--- src/rtl/mac4x16_seq_if.sv ---
// Handshake/bus bundle between the accumulation sequencer and its environment:
// job command, operand stream, both MAC handshakes and the result channel.
interface mac4x16_seq_if #(
  parameter int unsigned CNT_W = 16
);
  logic             cmd_valid;
  logic             cmd_ready;
  logic [CNT_W-1:0] cmd_len;
  logic             cmd_signed;
  logic [3:0]       cmd_mask;
  logic [127:0]     cmd_init;

  logic             op_valid;
  logic             op_ready;
  logic [63:0]      op_a;
  logic [63:0]      op_b;

  logic             mac_in_valid;
  logic             mac_in_ready;
  logic [63:0]      mac_a_vec;
  logic [63:0]      mac_b_vec;
  logic [127:0]     mac_c_vec;
  logic [3:0]       mac_lane_mask;
  logic             mac_op_signed;
  logic             mac_out_valid;
  logic             mac_out_ready;
  logic [127:0]     mac_y_vec;

  logic             res_valid;
  logic             res_ready;
  logic [127:0]     res_vec;

  // sequencer side
  modport slave (
    input  cmd_valid, cmd_len, cmd_signed, cmd_mask, cmd_init,
    output cmd_ready,
    input  op_valid, op_a, op_b,
    output op_ready,
    output mac_in_valid, mac_a_vec, mac_b_vec, mac_c_vec, mac_lane_mask, mac_op_signed,
    input  mac_in_ready,
    input  mac_out_valid, mac_y_vec,
    output mac_out_ready,
    output res_valid, res_vec,
    input  res_ready
  );

  // environment side: job/operand source, MAC array and result consumer
  modport master (
    output cmd_valid, cmd_len, cmd_signed, cmd_mask, cmd_init,
    input  cmd_ready,
    output op_valid, op_a, op_b,
    input  op_ready,
    input  mac_in_valid, mac_a_vec, mac_b_vec, mac_c_vec, mac_lane_mask, mac_op_signed,
    output mac_in_ready,
    output mac_out_valid, mac_y_vec,
    input  mac_out_ready,
    input  res_valid, res_vec,
    output res_ready
  );
endinterface

--- src/rtl/mac4x16_seq.sv ---
// Accumulation sequencer for the 4-lane 16x16+32 MAC: streams N operand beats
// through the MAC, feeding each y_vec back as the next c_vec, then returns the sum.
module mac4x16_seq #(
  parameter int unsigned CNT_W = 16
) (
  input logic          clk,
  input logic          rst,
  mac4x16_seq_if.slave bus
);

  localparam logic [2:0] S_IDLE  = 3'd0;
  localparam logic [2:0] S_FETCH = 3'd1;
  localparam logic [2:0] S_SEND  = 3'd2;
  localparam logic [2:0] S_WAIT  = 3'd3;
  localparam logic [2:0] S_DONE  = 3'd4;

  logic [2:0]       state;
  logic [127:0]     acc;
  logic [CNT_W-1:0] rem;
  logic [63:0]      a_q;
  logic [63:0]      b_q;
  logic [3:0]       mask_q;
  logic             signed_q;

  always_ff @(posedge clk) begin
    if (!rst) begin
      state    <= S_IDLE;
      acc      <= '0;
      rem      <= '0;
      a_q      <= '0;
      b_q      <= '0;
      mask_q   <= '0;
      signed_q <= 1'b0;
    end else begin
      case (state)
        S_IDLE: begin
          if (bus.cmd_valid) begin
            mask_q   <= bus.cmd_mask;
            signed_q <= bus.cmd_signed;
            acc      <= bus.cmd_init;
            rem      <= bus.cmd_len;
            state    <= (bus.cmd_len == '0) ? S_DONE : S_FETCH;
          end
        end
        S_FETCH: begin
          if (bus.op_valid) begin
            a_q   <= bus.op_a;
            b_q   <= bus.op_b;
            state <= S_SEND;
          end
        end
        S_SEND: begin
          if (bus.mac_in_ready) state <= S_WAIT;
        end
        S_WAIT: begin
          if (bus.mac_out_valid) begin
            // masked-off lanes keep their accumulator whatever the MAC returns
            for (int unsigned i = 0; i < 4; i++) begin
              if (mask_q[i]) acc[32*i +: 32] <= bus.mac_y_vec[32*i +: 32];
            end
            rem   <= rem - 1'b1;
            state <= (rem == CNT_W'(1)) ? S_DONE : S_FETCH;
          end
        end
        S_DONE: begin
          if (bus.res_ready) state <= S_IDLE;
        end
        default: state <= S_IDLE;
      endcase
    end
  end

  // cmd_ready is gated by rst so it stays low for every cycle reset is held
  assign bus.cmd_ready     = rst && (state == S_IDLE);
  assign bus.op_ready      = (state == S_FETCH);
  assign bus.mac_in_valid  = (state == S_SEND);
  assign bus.mac_out_ready = (state == S_WAIT);
  assign bus.res_valid     = (state == S_DONE);

  assign bus.mac_a_vec     = a_q;
  assign bus.mac_b_vec     = b_q;
  assign bus.mac_c_vec     = acc;
  assign bus.mac_lane_mask = mask_q;
  assign bus.mac_op_signed = signed_q;
  assign bus.res_vec       = acc;

endmodule

--- src/flat_wrapper.sv ---
// flat-port wrapper written by rule: the top's interface ports become plain ports
module mac4x16_seq_flat 
#(
  parameter int unsigned CNT_W = 16
)
  (clk, rst, bus_cmd_valid, bus_cmd_len, bus_cmd_signed, bus_cmd_mask, bus_cmd_init, bus_cmd_ready, bus_op_valid, bus_op_a, bus_op_b, bus_op_ready, bus_mac_in_valid, bus_mac_a_vec, bus_mac_b_vec, bus_mac_c_vec, bus_mac_lane_mask, bus_mac_op_signed, bus_mac_in_ready, bus_mac_out_valid, bus_mac_y_vec, bus_mac_out_ready, bus_res_valid, bus_res_vec, bus_res_ready);
  mac4x16_seq_if #(.CNT_W(CNT_W)) bus_i ();
  input logic clk;
  input logic rst;
  input wire logic [$bits(bus_i.cmd_valid)-1:0] bus_cmd_valid;
  input wire logic [$bits(bus_i.cmd_len)-1:0] bus_cmd_len;
  input wire logic [$bits(bus_i.cmd_signed)-1:0] bus_cmd_signed;
  input wire logic [$bits(bus_i.cmd_mask)-1:0] bus_cmd_mask;
  input wire logic [$bits(bus_i.cmd_init)-1:0] bus_cmd_init;
  output wire logic [$bits(bus_i.cmd_ready)-1:0] bus_cmd_ready;
  input wire logic [$bits(bus_i.op_valid)-1:0] bus_op_valid;
  input wire logic [$bits(bus_i.op_a)-1:0] bus_op_a;
  input wire logic [$bits(bus_i.op_b)-1:0] bus_op_b;
  output wire logic [$bits(bus_i.op_ready)-1:0] bus_op_ready;
  output wire logic [$bits(bus_i.mac_in_valid)-1:0] bus_mac_in_valid;
  output wire logic [$bits(bus_i.mac_a_vec)-1:0] bus_mac_a_vec;
  output wire logic [$bits(bus_i.mac_b_vec)-1:0] bus_mac_b_vec;
  output wire logic [$bits(bus_i.mac_c_vec)-1:0] bus_mac_c_vec;
  output wire logic [$bits(bus_i.mac_lane_mask)-1:0] bus_mac_lane_mask;
  output wire logic [$bits(bus_i.mac_op_signed)-1:0] bus_mac_op_signed;
  input wire logic [$bits(bus_i.mac_in_ready)-1:0] bus_mac_in_ready;
  input wire logic [$bits(bus_i.mac_out_valid)-1:0] bus_mac_out_valid;
  input wire logic [$bits(bus_i.mac_y_vec)-1:0] bus_mac_y_vec;
  output wire logic [$bits(bus_i.mac_out_ready)-1:0] bus_mac_out_ready;
  output wire logic [$bits(bus_i.res_valid)-1:0] bus_res_valid;
  output wire logic [$bits(bus_i.res_vec)-1:0] bus_res_vec;
  input wire logic [$bits(bus_i.res_ready)-1:0] bus_res_ready;
  assign bus_i.cmd_valid = bus_cmd_valid;
  assign bus_i.cmd_len = bus_cmd_len;
  assign bus_i.cmd_signed = bus_cmd_signed;
  assign bus_i.cmd_mask = bus_cmd_mask;
  assign bus_i.cmd_init = bus_cmd_init;
  assign bus_cmd_ready = bus_i.cmd_ready;
  assign bus_i.op_valid = bus_op_valid;
  assign bus_i.op_a = bus_op_a;
  assign bus_i.op_b = bus_op_b;
  assign bus_op_ready = bus_i.op_ready;
  assign bus_mac_in_valid = bus_i.mac_in_valid;
  assign bus_mac_a_vec = bus_i.mac_a_vec;
  assign bus_mac_b_vec = bus_i.mac_b_vec;
  assign bus_mac_c_vec = bus_i.mac_c_vec;
  assign bus_mac_lane_mask = bus_i.mac_lane_mask;
  assign bus_mac_op_signed = bus_i.mac_op_signed;
  assign bus_i.mac_in_ready = bus_mac_in_ready;
  assign bus_i.mac_out_valid = bus_mac_out_valid;
  assign bus_i.mac_y_vec = bus_mac_y_vec;
  assign bus_mac_out_ready = bus_i.mac_out_ready;
  assign bus_res_valid = bus_i.res_valid;
  assign bus_res_vec = bus_i.res_vec;
  assign bus_i.res_ready = bus_res_ready;
  mac4x16_seq #(.CNT_W(CNT_W)) u_core (.clk(clk), .rst(rst), .bus(bus_i));
endmodule
--- config.mk ---
export PLATFORM = sky130hd
export DESIGN_NAME = mac4x16_seq_flat
export DESIGN_NICKNAME = d
export VERILOG_FILES = /design/src/rtl/mac4x16_seq_if.sv /design/src/rtl/mac4x16_seq.sv /design/src/flat_wrapper.sv
export SDC_FILE = /design/constraint.sdc
export NUM_CORES = 1
export LEC_CHECK = 0
export CAP_MARGIN = 20
export CORE_AREA = 8 8 311 313
export DETAILED_ROUTE_END_ITERATION = 6
export DIE_AREA = 0 0 319 321
export HOLD_SLACK_MARGIN = 0.12
export MAX_ROUTING_LAYER = met4
export PLACE_DENSITY_LB_ADDON = 0.3
export SYNTH_ARGS = -nofsm -noshare
export SYNTH_HDL_FRONTEND = slang
export SYNTH_SLANG_ARGS = --single-unit
--- constraint.sdc ---
create_clock -name clk -period 2.06 [get_ports clk]
set_input_delay 0.618 -clock clk [delete_from_list [all_inputs] [get_ports clk]]
set_output_delay 0.618 -clock clk [all_outputs]
set_load 0.05 [all_outputs]
Word-level counts from Yosys, hierarchy flattened
Cells that the tools add are included.

Input port bits: 412. Output and inout port bits: 394. Register bits: 280.

Eq/ne operators: 14. Mux-type cells: 18. Reductions and logical operators: 12. Add/sub/neg operators: 1.

Operator list (number): 128-bit two-way mux (2); 128-bit case mux with 2 select lines (1); 32-bit two-way mux (4); 16-bit two-way mux (2); 16-bit case mux with 2 select lines (1); 3-bit two-way mux (7); 16-bit by 1-bit == test with 1-bit output (second input constant) (1); 16-bit logical NOT (1); 4-bit AND reduction (4); 16-bit by 1-bit subtractor with 16-bit output (second input constant) (1); 3-bit case mux with 5 select lines (1); 2-bit by 1-bit != test with 1-bit output (second input constant) (6); 3-bit by 2-bit == test with 1-bit output (second input constant) (2); 2-bit != test (second input constant) (3); 5-bit AND reduction (1); 2-bit AND reduction (2); 3-bit by 1-bit == test with 1-bit output (second input constant) (1); 3-bit == test (second input constant) (1); 3-bit logical NOT (1); 3-bit AND reduction (1); 2-bit nonzero test (1); 1-bit logical AND (1).

Logic depth before layout (Yosys ltp)
Gate-level depths: netlist of the first run.

Depth after elaboration: 4. Depth in mapped cells: 8. Gate-level depth less buffers: 6.

Worst setup path after synthesis of the first run
Ideal clock, no wire load.

Kind: input to output. Start point: input port rst. End point: output port bus_cmd_ready. Required time: 1442 ps. Cell stages on the path: 5. Arrival time: 2092 ps. Slack: -650 ps. Path through: clkbuf_1 > clkinv_1 > clkbuf_1 > clkbuf_1 > nor2_1.

Word-level cells in the longest chain between the ends: 1.

RTL lines: from (decl) (line flat_wrapper.sv:9) `input logic rst;`; 1-bit logical AND (line mac4x16_seq.sv:74) `assign bus.cmd_ready = rst && (state == S_IDLE);`; to (decl) (line flat_wrapper.sv:15) `output wire logic [$bits(bus_i.cmd_ready)-1:0] bus_cmd_ready;`.

No other way between the ends.

Worst setup path after layout of the first run
Start point: register u_core.state[1]. End point: output port bus_cmd_ready.

Word-level cells in the longest chain between the ends: 2.

RTL lines: from (decl) (line mac4x16_seq.sv:17) `logic [2:0] state;`; from (signal assigned) (line mac4x16_seq.sv:42) `state <= (bus.cmd_len == '0) ? S_DONE : S_FETCH;`; from (signal assigned) (line mac4x16_seq.sv:62) `state <= (rem == CNT_W'(1)) ? S_DONE : S_FETCH;`; 3-bit logical NOT (line mac4x16_seq.sv:74); 1-bit logical AND (line mac4x16_seq.sv:74).

No other way between the ends.

==> results of run 1 <==
final timing paths:
check / startpoint / endpoint / slack, ns / cells past startpoint
setup / recovery: u_core.state[1] / bus_cmd_ready / -0.12 / 5
hold / removal: u_core.bus.mac_b_vec[20] / u_core.bus.mac_b_vec[20] / 0.45 / 2
setup reg to reg: u_core.state[1] / u_core.rem[13] / 0.10 / 7
hold reg to reg: u_core.bus.mac_b_vec[20] / u_core.bus.mac_b_vec[20] / 0.45 / 2
state kept, by name, summed over array words and instances, names as in the netlist:
| name | cells |
|---|---|
| u_core.bus.mac_a_vec | 64 |
| u_core.bus.mac_b_vec | 64 |
| u_core.bus.mac_c_vec | 128 |
| u_core.bus.mac_lane_mask | 4 |
| u_core.bus.mac_op_signed | 1 |
| u_core.rem | 16 |
| u_core.state | 3 |
cell families after synthesis:
logic type,count (synthesis),synth area share
muxes,9,0.007368
buffers and inverters,267,0.1242
AOI/OAI and AO/OA,316,0.1781
DFF,280,0.4522
adders and majority gates,2,0.002018
and+or+nand+nor,734,0.2361
cell type report:
class                           instances  area share
Clock buffer                           52     0.04616
Tap cell                             1197     0.06633
Multi-Input combinational cell       1061      0.2349
Inverter                               11    0.002771
Sequential cell                       280      0.2487
Timing Repair Buffer                  936      0.3957
Antenna cell                           10    0.001108
Clock inverter                         12    0.004323
power groups by stage:
stage          Combinational (W)  Sequential (W)  Clock (W)
6_report                  0.0156         0.00778    0.00630
5_1_grt                   0.0164         0.00794    0.00676
4_1_cts                   0.0158         0.00781    0.00656
3_5_place_dp              0.0155         0.00788          0
3_3_place_gp              0.0155         0.00789          0
2_1_floorplan            0.00649          0.0108          0
worst register-to-register path: stages (launching register included):
cell and delay (ns):
dfxtp_2 0.36, buf_4 0.15, nand3b_1 0.09, bufinv_8 0.23
buf_12 0.15, nand4_1 0.19, or4b_4 0.54, a41oi_2 0.19
per-stage QoR:
step | total power, W | util | std cells | setup TNS (ns) | hold slack (ns)
after global routing | 0.03114 | 0.2449 | 3559 | -0.9826 | 0.4686
after detailed placement | 0.02342 | 0.2306 | 3479 | -86.67 | 0.4471
after global placement | 0.02340 | 0.2306 | 3479 | -85.74 | 0.4431
after floorplan | 0.01727 | - | 1608 | -0.4364 | 0.4628
after CTS | 0.03020 | 0.2446 | 3549 | -0.9075 | 0.4548
final | 0.02965 | 0.2449 | 3559 | -0.4316 | 0.4525
per-layer routing:
layer	GRT usage	part of all wire
met5	-	0
met4	0.05271	0.037
met3	0.05630	0.098
met2	0.2136	0.46
met1	0.1531	0.41
what timing repair did:
action                     CTS  global route
setup buffers                5             0
pin swaps                    2             1
gates resized for setup     21             2
gates cloned                 1             0
setup endpoints to repair   45             7
cell usage in the layout, fill, tap and decap left out, drive strengths merged, types with 3 or more instances in the layout:
cell type	n
o211ai	4
dfxtp	280
nand2	535
nand4	11
clkdlybuf4s50	410
a21oi	147
nor3b	4
clkinv	7
o21ai	12
nor2	141
nor3	8
nor4	8
a311oi	129
and2	5
buf	525
nor4b	3
diode	10
clkbuf	52
nand3b	3
nand3	8
a21o	4
mux2i	8
inv	12
==> run_results.csv, run 1 <==
group,metric,value,unit
outcome,outcome,"complete, but fails checks",
outcome,violations,"setup timing",
timing,rsz0062_at_grt,"yes",
global_routing,grt_pass1_wl,101200,um
floorplan,die_w,319,um
floorplan,ios,806,
final_layout,final_layout_size_suffix_gt1_frac,0.2585,
global_routing,antenna_found_initial,10,
power,switching_power,0.01399,W
routing,vias_per_cell,3.915,
routing,drt-total-wl,71740,um
routing,drt-pass1-iter-count,5,
routing,drt_iter0_drc,876,
worst_setup_path,start_kind,"flop",
floorplan,initial_utilization,0.1344,
timing,hold_violations,0,
final_layout,fin_nets,2741,
logic_synthesis,post-synth-top-area-cell,"dfxtp_1",
routing,postRouteAntennaNets,0,
cts,cts_max_level,2,
routing,num_vias,13930,
timing,drv_slew,0,
power,p_sw_frac,0.4719,
worst_setup_path,crit_slowest_cell,"dfxtp_2",
logic_synthesis,yosysSeqAreaShare,0.4522,
final_layout,fillers,10160,
cts,numCtsBuffers,37,
power,power_frac_comb,0.525,
timing,fin_crit_sh,1.059,
placed_design,gp_congestion,0.8182,
power,p_leak,9.054,nW
timing,setup_viol,5,
logic_synthesis,ys_top_cells_by_count,"535 x nand2_1, 280 x dfxtp_1, 142 x a21oi_1",
timing,max-slew-margin-rel,0.6678,
cts,clock-sinks,280,
timing,fin_ws,-0.1213,ns
logic_synthesis,synth-edff-count,0,
worst_setup_path,critical_path.cell_chain,"buf_6 > nor3_4 > inv_2 > nor2_2 > buf_6",
logic_synthesis,syn-cell-area,12400,um2
global_routing,overflow,0,
logic_synthesis,ys_warn_count,0,
placed_design,pre_cts_slack,-0.6521,ns
logic_synthesis,synth_flop_cell,"dfxtp_1",
worst_setup_path,required,1.44,ns
power,p_clk_frac,0.212,
routing,wl_per_cell,20.16,um
floorplan,num_rows,112,
logic_synthesis,ys_async_sr_fraction,0,
run,cap_violations,0,
hold_path,hold_path.class,"flop to flop",
power,ir_drop,0.6797,mV
logic_synthesis,synth_top_area_frac,0.4522,
power,seq_power_share,0.262,
worst_setup_path,cpLargestDelayFamily,"buffers and inverters",
timing,skew,0.01350,ns
cts,clockBufferDepth,3,
global_routing,grt_pass1_vias,14320,
worst_setup_path,worst_setup_path_end_kind,"primary output",
floorplan,die_area,102400,um2
floorplan,die_h,321,um
timing,fin_crit,2.181,ns
logic_synthesis,synth-seq-cells,280,
cts,cts_hold_buf,0,
cts,clk_pin_slew,0.06,ns
power,internal_power,0.01566,W
logic_synthesis,yosys-top-cells-area,"dfxtp_1 45%, nand2_1 16%, a311oi_1 9.1%",
cts,root_buffer,"clkbuf_16",
global_routing,grt_usage,0.1356,
timing,tightest_slew,0.4982,ns
floorplan,coreArea,92210,um2
logic_synthesis,avgSynthCellArea,7.710,um2
routing,drc,0,
final_layout,stdcell_area,22580,um2
final_layout,syn2layout_area_growth,82.13,%
placed_design,hpwl,57470,um
logic_synthesis,synth.distinct_cells,54,
cts,clk_latency,0.56,ns
final_layout,regArea,5615,um2
final_layout,multiInputGateArea,5303,um2
logic_synthesis,syn-num-nets,2022,
power,p_per_area,1313,nW/um2
worst_setup_path,slowest_delay,0.34,ns
worst_setup_path,worst_ep_arrival_time,1.56,ns
worst_setup_path,path_buf_inv,3,
global_routing,grt_max_degree,64,
worst_setup_path,path_class,"flop to primary output",
worst_setup_path,path_common_cell,"buf_6",
placed_design,place.port_buffers,805,
logic_synthesis,yosysMostFrequentCell,"nand2_1",
cts,cts_tree,"built",
placed_design,placedInstanceArea,21260,um2
timing,clock.fmax,458.4,MHz
worst_setup_path,cp_max_fo,7,
logic_synthesis,synth_cells,1608,
(Power assumes the default switching activity.)
==> run 2: changes to the inputs <==
Settings changed: SLEW_MARGIN set to 10.
==> results of run 2 <==
The final DEF is identical to that of run 1; final timing and power are the same.
